$ cat src/rtl/i2c_write_seq.sv
// i2c_write_seq: issues one I2C write transaction as a register-write program on the I2C core's mem bus.
// Define I2C_SEQ_POLL_EN to poll the core status register (0x1E) after each command instead of waiting CMD_WAIT cycles.
module i2c_write_seq #(
   parameter int unsigned BITRATE  = 500000,
   parameter int unsigned CMD_WAIT = 10
) (
   input  logic        clk,
   input  logic        rst,
   input  logic        req_valid,
   output logic        req_ready,
   input  logic [6:0]  req_addr,
   input  logic [3:0]  req_len,
   input  logic        data_valid,
   input  logic [7:0]  data_byte,
   output logic        data_ready,
   output logic        busy,
   output logic        done,
   output logic        mem_valid,
   output logic [31:0] mem_addr,
   output logic [31:0] mem_wdata,
   output logic [3:0]  mem_wstrb,
   input  logic [31:0] mem_rdata,
   input  logic        mem_ready
);

   typedef enum logic [3:0] {
      IDLE, CFG, ADDR, START, WAIT, FETCH, DATA, SEND, STOP, DONE
   } state_t;

   state_t      state, state_d, wait_exit, cmd_next;
   logic        cfg_done, cfg_done_d;
   logic        stop_sent, stop_sent_d;
   logic        gap;
   logic [6:0]  addr_q, addr_d;
   logic [3:0]  remaining, remaining_d;
   logic [7:0]  byte_q, byte_d;
   logic        rdata_unused;
`ifndef I2C_SEQ_POLL_EN
   logic [31:0] wait_cnt, wait_cnt_d;
`endif

   assign rdata_unused = ^mem_rdata;

   // gap forces one idle bus cycle after every completed access
   always_ff @(posedge clk or posedge rst) begin
      if (rst) begin
         state     <= IDLE;
         cfg_done  <= 1'b0;
         stop_sent <= 1'b0;
         gap       <= 1'b0;
         addr_q    <= '0;
         remaining <= '0;
         byte_q    <= '0;
`ifndef I2C_SEQ_POLL_EN
         wait_cnt  <= '0;
`endif
      end else begin
         state     <= state_d;
         cfg_done  <= cfg_done_d;
         stop_sent <= stop_sent_d;
         gap       <= mem_valid & mem_ready;
         addr_q    <= addr_d;
         remaining <= remaining_d;
         byte_q    <= byte_d;
`ifndef I2C_SEQ_POLL_EN
         wait_cnt  <= wait_cnt_d;
`endif
      end
   end

   always_comb begin
      state_d     = state;
      cfg_done_d  = cfg_done;
      stop_sent_d = stop_sent;
      addr_d      = addr_q;
      remaining_d = remaining;
      byte_d      = byte_q;
`ifndef I2C_SEQ_POLL_EN
      wait_cnt_d  = wait_cnt;
`endif
      req_ready   = 1'b0;
      busy        = 1'b1;
      done        = 1'b0;
      data_ready  = 1'b0;
      mem_valid   = 1'b0;
      mem_addr    = '0;
      mem_wdata   = '0;
      mem_wstrb   = '0;

      wait_exit = (remaining != '0) ? FETCH : ((stop_sent || state == STOP) ? DONE : STOP);
`ifdef I2C_SEQ_POLL_EN
      cmd_next  = WAIT;
`else
      // a zero-length wait bypasses WAIT entirely
      cmd_next  = (CMD_WAIT == 0) ? wait_exit : WAIT;
`endif

      case (state)
         IDLE: begin
            req_ready = 1'b1;
            busy      = 1'b0;
            if (req_valid) begin
               addr_d      = req_addr;
               remaining_d = req_len;
               stop_sent_d = 1'b0;
               state_d     = cfg_done ? ADDR : CFG;
            end
         end
         CFG: begin
            mem_valid = !gap;
            mem_addr  = 32'h1C;
            mem_wdata = BITRATE;
            mem_wstrb = '1;
            if (!gap && mem_ready) begin
               cfg_done_d = 1'b1;
               state_d    = ADDR;
            end
         end
         ADDR: begin
            mem_valid = !gap;
            mem_addr  = 32'h1D;
            mem_wdata = {24'h0, addr_q, 1'b0};
            mem_wstrb = '1;
            if (!gap && mem_ready) state_d = START;
         end
         START, SEND, STOP: begin
            mem_valid = !gap;
            mem_addr  = 32'h1F;
            mem_wdata = (state == START) ? 32'h50 : ((state == SEND) ? 32'h48 : 32'h20);
            mem_wstrb = '1;
            if (!gap && mem_ready) begin
               if (state == STOP) stop_sent_d = 1'b1;
               state_d = cmd_next;
`ifndef I2C_SEQ_POLL_EN
               wait_cnt_d = CMD_WAIT - 1;
`endif
            end
         end
         WAIT: begin
`ifdef I2C_SEQ_POLL_EN
            mem_valid = !gap;
            mem_addr  = 32'h1E;
            if (!gap && mem_ready && !mem_rdata[0]) state_d = wait_exit;
`else
            if (wait_cnt == '0) state_d = wait_exit;
            else                wait_cnt_d = wait_cnt - 1;
`endif
         end
         FETCH: begin
            data_ready = 1'b1;
            if (data_valid) begin
               byte_d      = data_byte;
               remaining_d = remaining - 4'd1;
               state_d     = DATA;
            end
         end
         DATA: begin
            mem_valid = !gap;
            mem_addr  = 32'h1D;
            mem_wdata = {24'h0, byte_q};
            mem_wstrb = '1;
            if (!gap && mem_ready) state_d = SEND;
         end
         DONE: begin
            done    = 1'b1;
            state_d = IDLE;
         end
         default: state_d = IDLE;
      endcase
   end

endmodule

$ cat config.mk
export PLATFORM = sky130hd
export DESIGN_NAME = i2c_write_seq
export DESIGN_NICKNAME = d
export VERILOG_FILES = /design/src/rtl/i2c_write_seq.sv
export SDC_FILE = /design/constraint.sdc
export NUM_CORES = 1
export LEC_CHECK = 0
export BUFFER_PORTS_ARGS = -buffer_cell sky130_fd_sc_hd__buf_4
export CAP_MARGIN = 25
export CORE_ASPECT_RATIO = 0.75
export CORE_MARGIN = 3
export CORE_UTILIZATION = 46
export DETAILED_ROUTE_END_ITERATION = 10
export HOLD_SLACK_MARGIN = 0.02
export MAX_ROUTING_LAYER = met4
export PLACE_DENSITY_LB_ADDON = 0.25
export SLEW_MARGIN = 20
export SYNTH_ARGS = -nofsm -noshare
export SYNTH_HDL_FRONTEND = slang
export SYNTH_SLANG_ARGS = --single-unit
$ cat constraint.sdc
create_clock -name clk -period 2.4 [get_ports clk]
set_input_delay 0.24 -clock clk [delete_from_list [all_inputs] [get_ports clk]]
set_output_delay 0.24 -clock clk [all_outputs]
set_load 0.02 [all_outputs]
---- Word level (Yosys, flattened, before mapping) ----
Cells that the tools add are included.
storage, ports and cells
  register bits ........................... 58
  input bits .............................. 56
  output and inout port bits .............. 73
  word-level logic and storage cells ...... 79
operators by class
  add/subtract/negate cells ............... 2
  equal/unequal tests ..................... 18
  mux-type cells .......................... 31
  bitwise operators ....................... 1
  reduce and logical (&&, ||, !) cells .... 19
operators with widths
  cell                                                number
  case mux 19 bit (4 select lines)                    1
  2-to-1 mux 32 bit                                   2
  case mux 32 bit (2 select lines)                    1
  2-to-1 mux 4 bit                                    11
  zero test 32 bit                                    1
  subtractor 32 x 1 -> 32 bit, second input constant  1
  case mux 4 bit (7 select lines)                     1
  != test 2 bit, second input constant                9
  == test 4 x 3 -> 1 bit, second input constant       4
  case mux 5 bit (3 select lines)                     1
  2-to-1 mux 7 bit                                    2
  2-to-1 mux 1 bit                                    9
  == test 4 x 2 -> 1 bit, second input constant       2
  == test 4 bit, second input constant                2
  case mux 4 bit (2 select lines)                     1
  AND reduction 7 bit                                 1
  AND reduction 2 bit                                 3
  AND reduction 3 bit                                 2
  nonzero test 2 bit                                  3
  OR reduction 6 bit                                  1
  == test 4 x 1 -> 1 bit, second input constant       1
  zero test 4 bit                                     1
  AND reduction 4 bit                                 1
  nonzero test 4 bit                                  1
  other kinds (9)                                     9

---- Depth between registers and ports, before layout ----
  depth in word-level cells ............... 6
  mapped depth ............................ 9
  gate-level depth less buffers ........... 7

---- Worst setup path after synthesis ----
Ideal clock, no wire load.
  path type ............................... register to register
  from .................................... reg wait_cnt[24]
  to ...................................... reg state[2]
  setup time .............................. 0.124 ns
  data arrival time ....................... 2.564 ns
  data required time ...................... 2.276 ns
  slack ................................... -0.288 ns
  stages on the path, launching flop included .. 7
  buffers on the path ..................... 1
  period minus slack after synthesis ...... 2.688 ns
  path through ............................ dfrtp_1 > or4_4 > or4_4 > o31a_1 > buf_6 > or3_4 > a211o_1
between the ends
  longest elaborated chain between the ends .. 3
RTL lines
  what                                  line  text
  from (decl)                           39    logic [31:0] wait_cnt, wait_cnt_d;
  from (signal assigned)                66    wait_cnt <= wait_cnt_d;
  zero test 32 bit                      145   if (wait_cnt == '0) state_d = wait_exit;
  != test 2 bit (no source line)        n/a
  AND reduction 7 bit (no source line)  n/a
  to (signal assigned)                  58    state <= state_d;
  to (decl)                             30    state_t state, state_d, wait_exit, cmd_next;
No other way between the ends.
A chain may end at the register's enable or synchronous reset.

---- Final worst setup path ----
  from .................................... reg wait_cnt[27]
  to ...................................... reg state[2]
The elaborated chain is that of the path after synthesis.

==> run_results.csv <==
group,metric,value,unit
synth,synth-compound-area-share,15.6,%
routing,via_per_inst,5.49,
synth,yosys_warnings,0,
clock_network,clockRootBuffer,"clkbuf_8",
finish,layout_common_cells,"buf_4 (87), dfrtp_1 (58), nand2_1 (50), conb_1 (45), a21oi_1 (26)",
placed_design,pre_cts_ws,-0.0155,ns
sta,fin_ws,-0.0138,ns
routing,drtIter0Drc,152,
clock_network,clk_pin_slew,0.08,ns
hold_path,hold_start,"req_addr[1]",
clock_network,cts_tree,"done",
synth,ys_ff_latch,58,
critical_path,cpPeakStageDelay,0.54,ns
status,failed_checks,"negative setup slack",
finish,drive_above_1_share,28.0,%
power,power_frac_seq,28.2,%
synth,synthCells,423,
sta,min_period,2.41,ns
sta,hold_viol_final,0,
clock_network,cts.sinks,58,
power,max-vdd-ir-drop,0.623,mV
synth,yosys.area_share.xor_xnor,0,%
sta,max_freq,0.414,GHz
routing,wl_met1,4120,um
critical_path,r2r-end,"state[2]$_DFFE_PP0P_",
clock_network,cts_buffers,9,
routing,wl,8680,um
critical_path,critPathRequiredTime,2.64,ns
global_routing,globalRoute.totalOverflow,0,
routing,routed-wl-met2,3760,um
routing,drc,0,
sta,period_share,101,%
power,p_comb_share,54.7,%
critical_path,rr_startpoint,"wait_cnt[27]$_DFFE_PP0P_",
sta,slew_violations,0,
critical_path,critPathSlowestCell,"or4_4",
routing,firstDrtPassIters,4,
global_routing,grt_max_degree,36,
synth,ys_async_sr_fraction,100,%
power,leakagePower,2.21,nW
floorplan,dieArea,0.00927,mm^2
routing,route.detailed.wl_per_inst,14.4,um
floorplan,fp-row-count,27,
floorplan,die_h,84.1,um
finish,finalNetCount,554,
sta,worst_pin_slew,0.609,ns
routing,highest_layer,"met4",
critical_path,cp_top_family,"simple AND/OR/NAND/NOR gates",
critical_path,crit_top_cell,"or4_4",
sta,rsz0062_at_grt,"yes",
floorplan,coreArea,0.00760,mm^2
floorplan,dieWidth,110,um
global_routing,grt_pass1_wl,14000,um
placed_design,dpl.hpwl,6250,um
placed_design,place_congestion,0.858,
synth,ys_dominant_reg_cell,"dfrtp_1",
global_routing,grtUsageTotal,19.5,%
critical_path,critPathMaxFanout,3,
hold_path,whs_endpoint,"addr_q[1]$_DFFE_PP0P_",
power,clkPwrFrac,17.1,%
synth,synth_simple_gate_area_share,24.5,%
floorplan,start_util,49.2,%
power,p_sw_share,42.5,%
synth,syn_area_per_cell,8.85,um^2
floorplan,num_io_pins,129,
sta,fin_hold_ws,0.0697,ns
sta,skew,0.0156,ns
routing,dr_wl_met3,685,um
synth,synth_cell_types,55,
synth,synth_edf_count,0,
critical_path,startpoint_type,"flop",
finish,num_antenna_cells,0,
synth,synth-seq-area-share,38.8,%
sta,maxSlewHeadroom,59.3,%
power,power_density,1340,mW/mm^2
power,internal-power,0.00349,W
critical_path,crit_chain,"or4_4 > or4_4 > o31a_1 > or3_4 > a211o_1",
job,cap_violations,0,
critical_path,path_class,"reg -> reg",
critical_path,worstRegToRegCells,5,
routing,vias,3298,
global_routing,antenna_found_initial,0,
clock_network,ctsLongestPathBuffers,2,
status,status,"complete, but fails checks",
critical_path,crit_start,"wait_cnt[27]$_DFFE_PP0P_",
global_routing,first_global_vias,2850,
critical_path,worstPathArrival,2.66,ns
power,power.switching,0.00258,W
critical_path,crit_path_end_kind,"flop",
clock_network,htreeDepth,3,
hold_path,min_path_cells,3,
placed_design,port_buffers,51,
clock_network,clock_latency,0.36,ns
sta,setup_viol,1,
synth,netlist_area,0.00374,mm^2
critical_path,rrSetupSlack,-0.01,ns
finish,layout_commonest_cell,"buf_4",
critical_path,worst-path-buf-inv,0,
synth,yosys-mux-area-fraction,5.62,%
routing,ant_nets,0,
finish,area_growth,21.1,%
synth,synth_top_family_by_area,"simple AND/OR/NAND/NOR gates",
hold_path,hold_path_class,"in -> reg",
synth,synth_fa_ha_area_share,1.00,%
==> stage by stage <==
stage / instance area [um^2] / total power (W) / instances / setup TNS (ns) / util [%]
after CTS: 4450 / 0.00591 / 598 / -0.00644 / 58.5
after floorplan: 3910 / 0.00385 / 467 / -0.190 / -
after global routing: 4530 / 0.00651 / 601 / -0.111 / 59.6
after global placement: 4210 / 0.00477 / 581 / -0.00192 / 55.4
after detailed placement: 4210 / 0.00485 / 581 / -0.0155 / 55.4
final: 4530 / 0.00607 / 601 / -0.0138 / 59.6
==> worst max path at each step <==
stage,to,slack [ns],depth (start not counted)
after global placement,state[2]$_DFFE_PP0P_,-0.002,5
after CTS,wait_cnt[27]$_DFFE_PP0P_,-0.004,7
final,state[2]$_DFFE_PP0P_,-0.01,5
after global routing,state[2]$_DFFE_PP0P_,-0.05,5
after detailed placement,state[2]$_DFFE_PP0P_,-0.02,5
after floorplan,state[2]$_DFFE_PP0P_,-0.13,6
==> cells in the mapped netlist (2+ instances only) <==
cell | instances | area share, %
dfrtp_1 | 58 | 39
buf_4 | 55 | 11
nand2_1 | 50 | 5.0
a21oi_1 | 27 | 3.6
nor2_1 | 21 | 2.1
o21ai_0 | 19 | 2.5
clkbuf_1 | 16 | 1.6
nor3_1 | 15 | 2.0
or4_1 | 14 | 2.8
mux2i_1 | 12 | 3.2
or3_1 | 12 | 2.0
inv_1 | 11 | 1.1
nand3_1 | 9 | 1.2
mux2_2 | 8 | 2.4
nor4_1 | 8 | 1.3
o211ai_1 | 8 | 1.6
nand2b_1 | 7 | 1.2
o31ai_1 | 7 | 1.4
nand4_1 | 4 | 0.67
or2_2 | 4 | 0.67
ha_1 | 3 | 1.0
nor2b_1 | 3 | 0.50
nor3b_1 | 3 | 0.60
o21a_1 | 3 | 0.60
o221a_2 | 3 | 0.90
o31a_1 | 3 | 0.70
a2111o_1 | 2 | 0.60
a211oi_1 | 2 | 0.40
a31oi_1 | 2 | 0.33
and2_1 | 2 | 0.33
and4_1 | 2 | 0.47
buf_2 | 2 | 0.27
nand4b_1 | 2 | 0.47
o311ai_0 | 2 | 0.47
or3_4 | 2 | 0.60
or4_4 | 2 | 0.60
or4b_2 | 2 | 0.53
==> power by group through the flow <==
stage | Clock [W] | Sequential [W] | Combinational [W]
3_3_place_gp | 0 | 0.00169 | 0.00308
5_1_grt | 0.00110 | 0.00176 | 0.00366
2_1_floorplan | 0 | 0.00165 | 0.00220
3_5_place_dp | 0 | 0.00170 | 0.00315
6_report | 0.00104 | 0.00171 | 0.00332
4_1_cts | 0.00106 | 0.00169 | 0.00316
==> cell type report <==
type	count	area, um^2
clock inverter	7	103
sequential	58	1450
tap	101	126
timing repair buffer	92	731
inverter	11	41.3
multi-input combinational	323	1960
fill	655	3070
clock buffer	9	124
==> per-layer routing <==
metal | up-vias | track usage [%]
li1 | 1573 | -
met1 | 1578 | 28.0
met2 | 137 | 27.1
met3 | 10 | 4.80
met4 | 0 | 6.04
met5 | - | -
==> timing repair <==
| action | 4_1_cts | 5_1_grt |
|---|---|---|
| setup endpoints to repair | 3 | 21 |
| hold endpoints to repair | 27 | 0 |
| pin swaps | 1 | 2 |
| hold buffers | 1 | 0 |
| gates cloned | 0 | 1 |
| resized for setup | 1 | 10 |
| buffers inserted | 0 | 2 |
==> flip-flops by register name, indices dropped and copies added (netlist names) <==
| signal | flops |
|---|---|
| remaining | 4 |
| byte_q | 8 |
| wait_cnt | 32 |
| gap | 1 |
| state | 4 |
| cfg_done | 1 |
| stop_sent | 1 |
| addr_q | 7 |
==> tightest hold or removal path, delay by kind of cell <==
family                 cells  cell delay [ns]
and+or+nand+nor            2             0.08
buffers and inverters      1             0.08
==> cells by family after synthesis <==
kind of cell,Yosys count
AO/OA/AOI/OAI,87
adder cells (fa/ha/maj),3
buffers and inverters,86
flip-flops,58
multiplexers,20
other,1
AND/OR/NAND/NOR,168
Note: power is estimated with default switching activity, not from simulation.
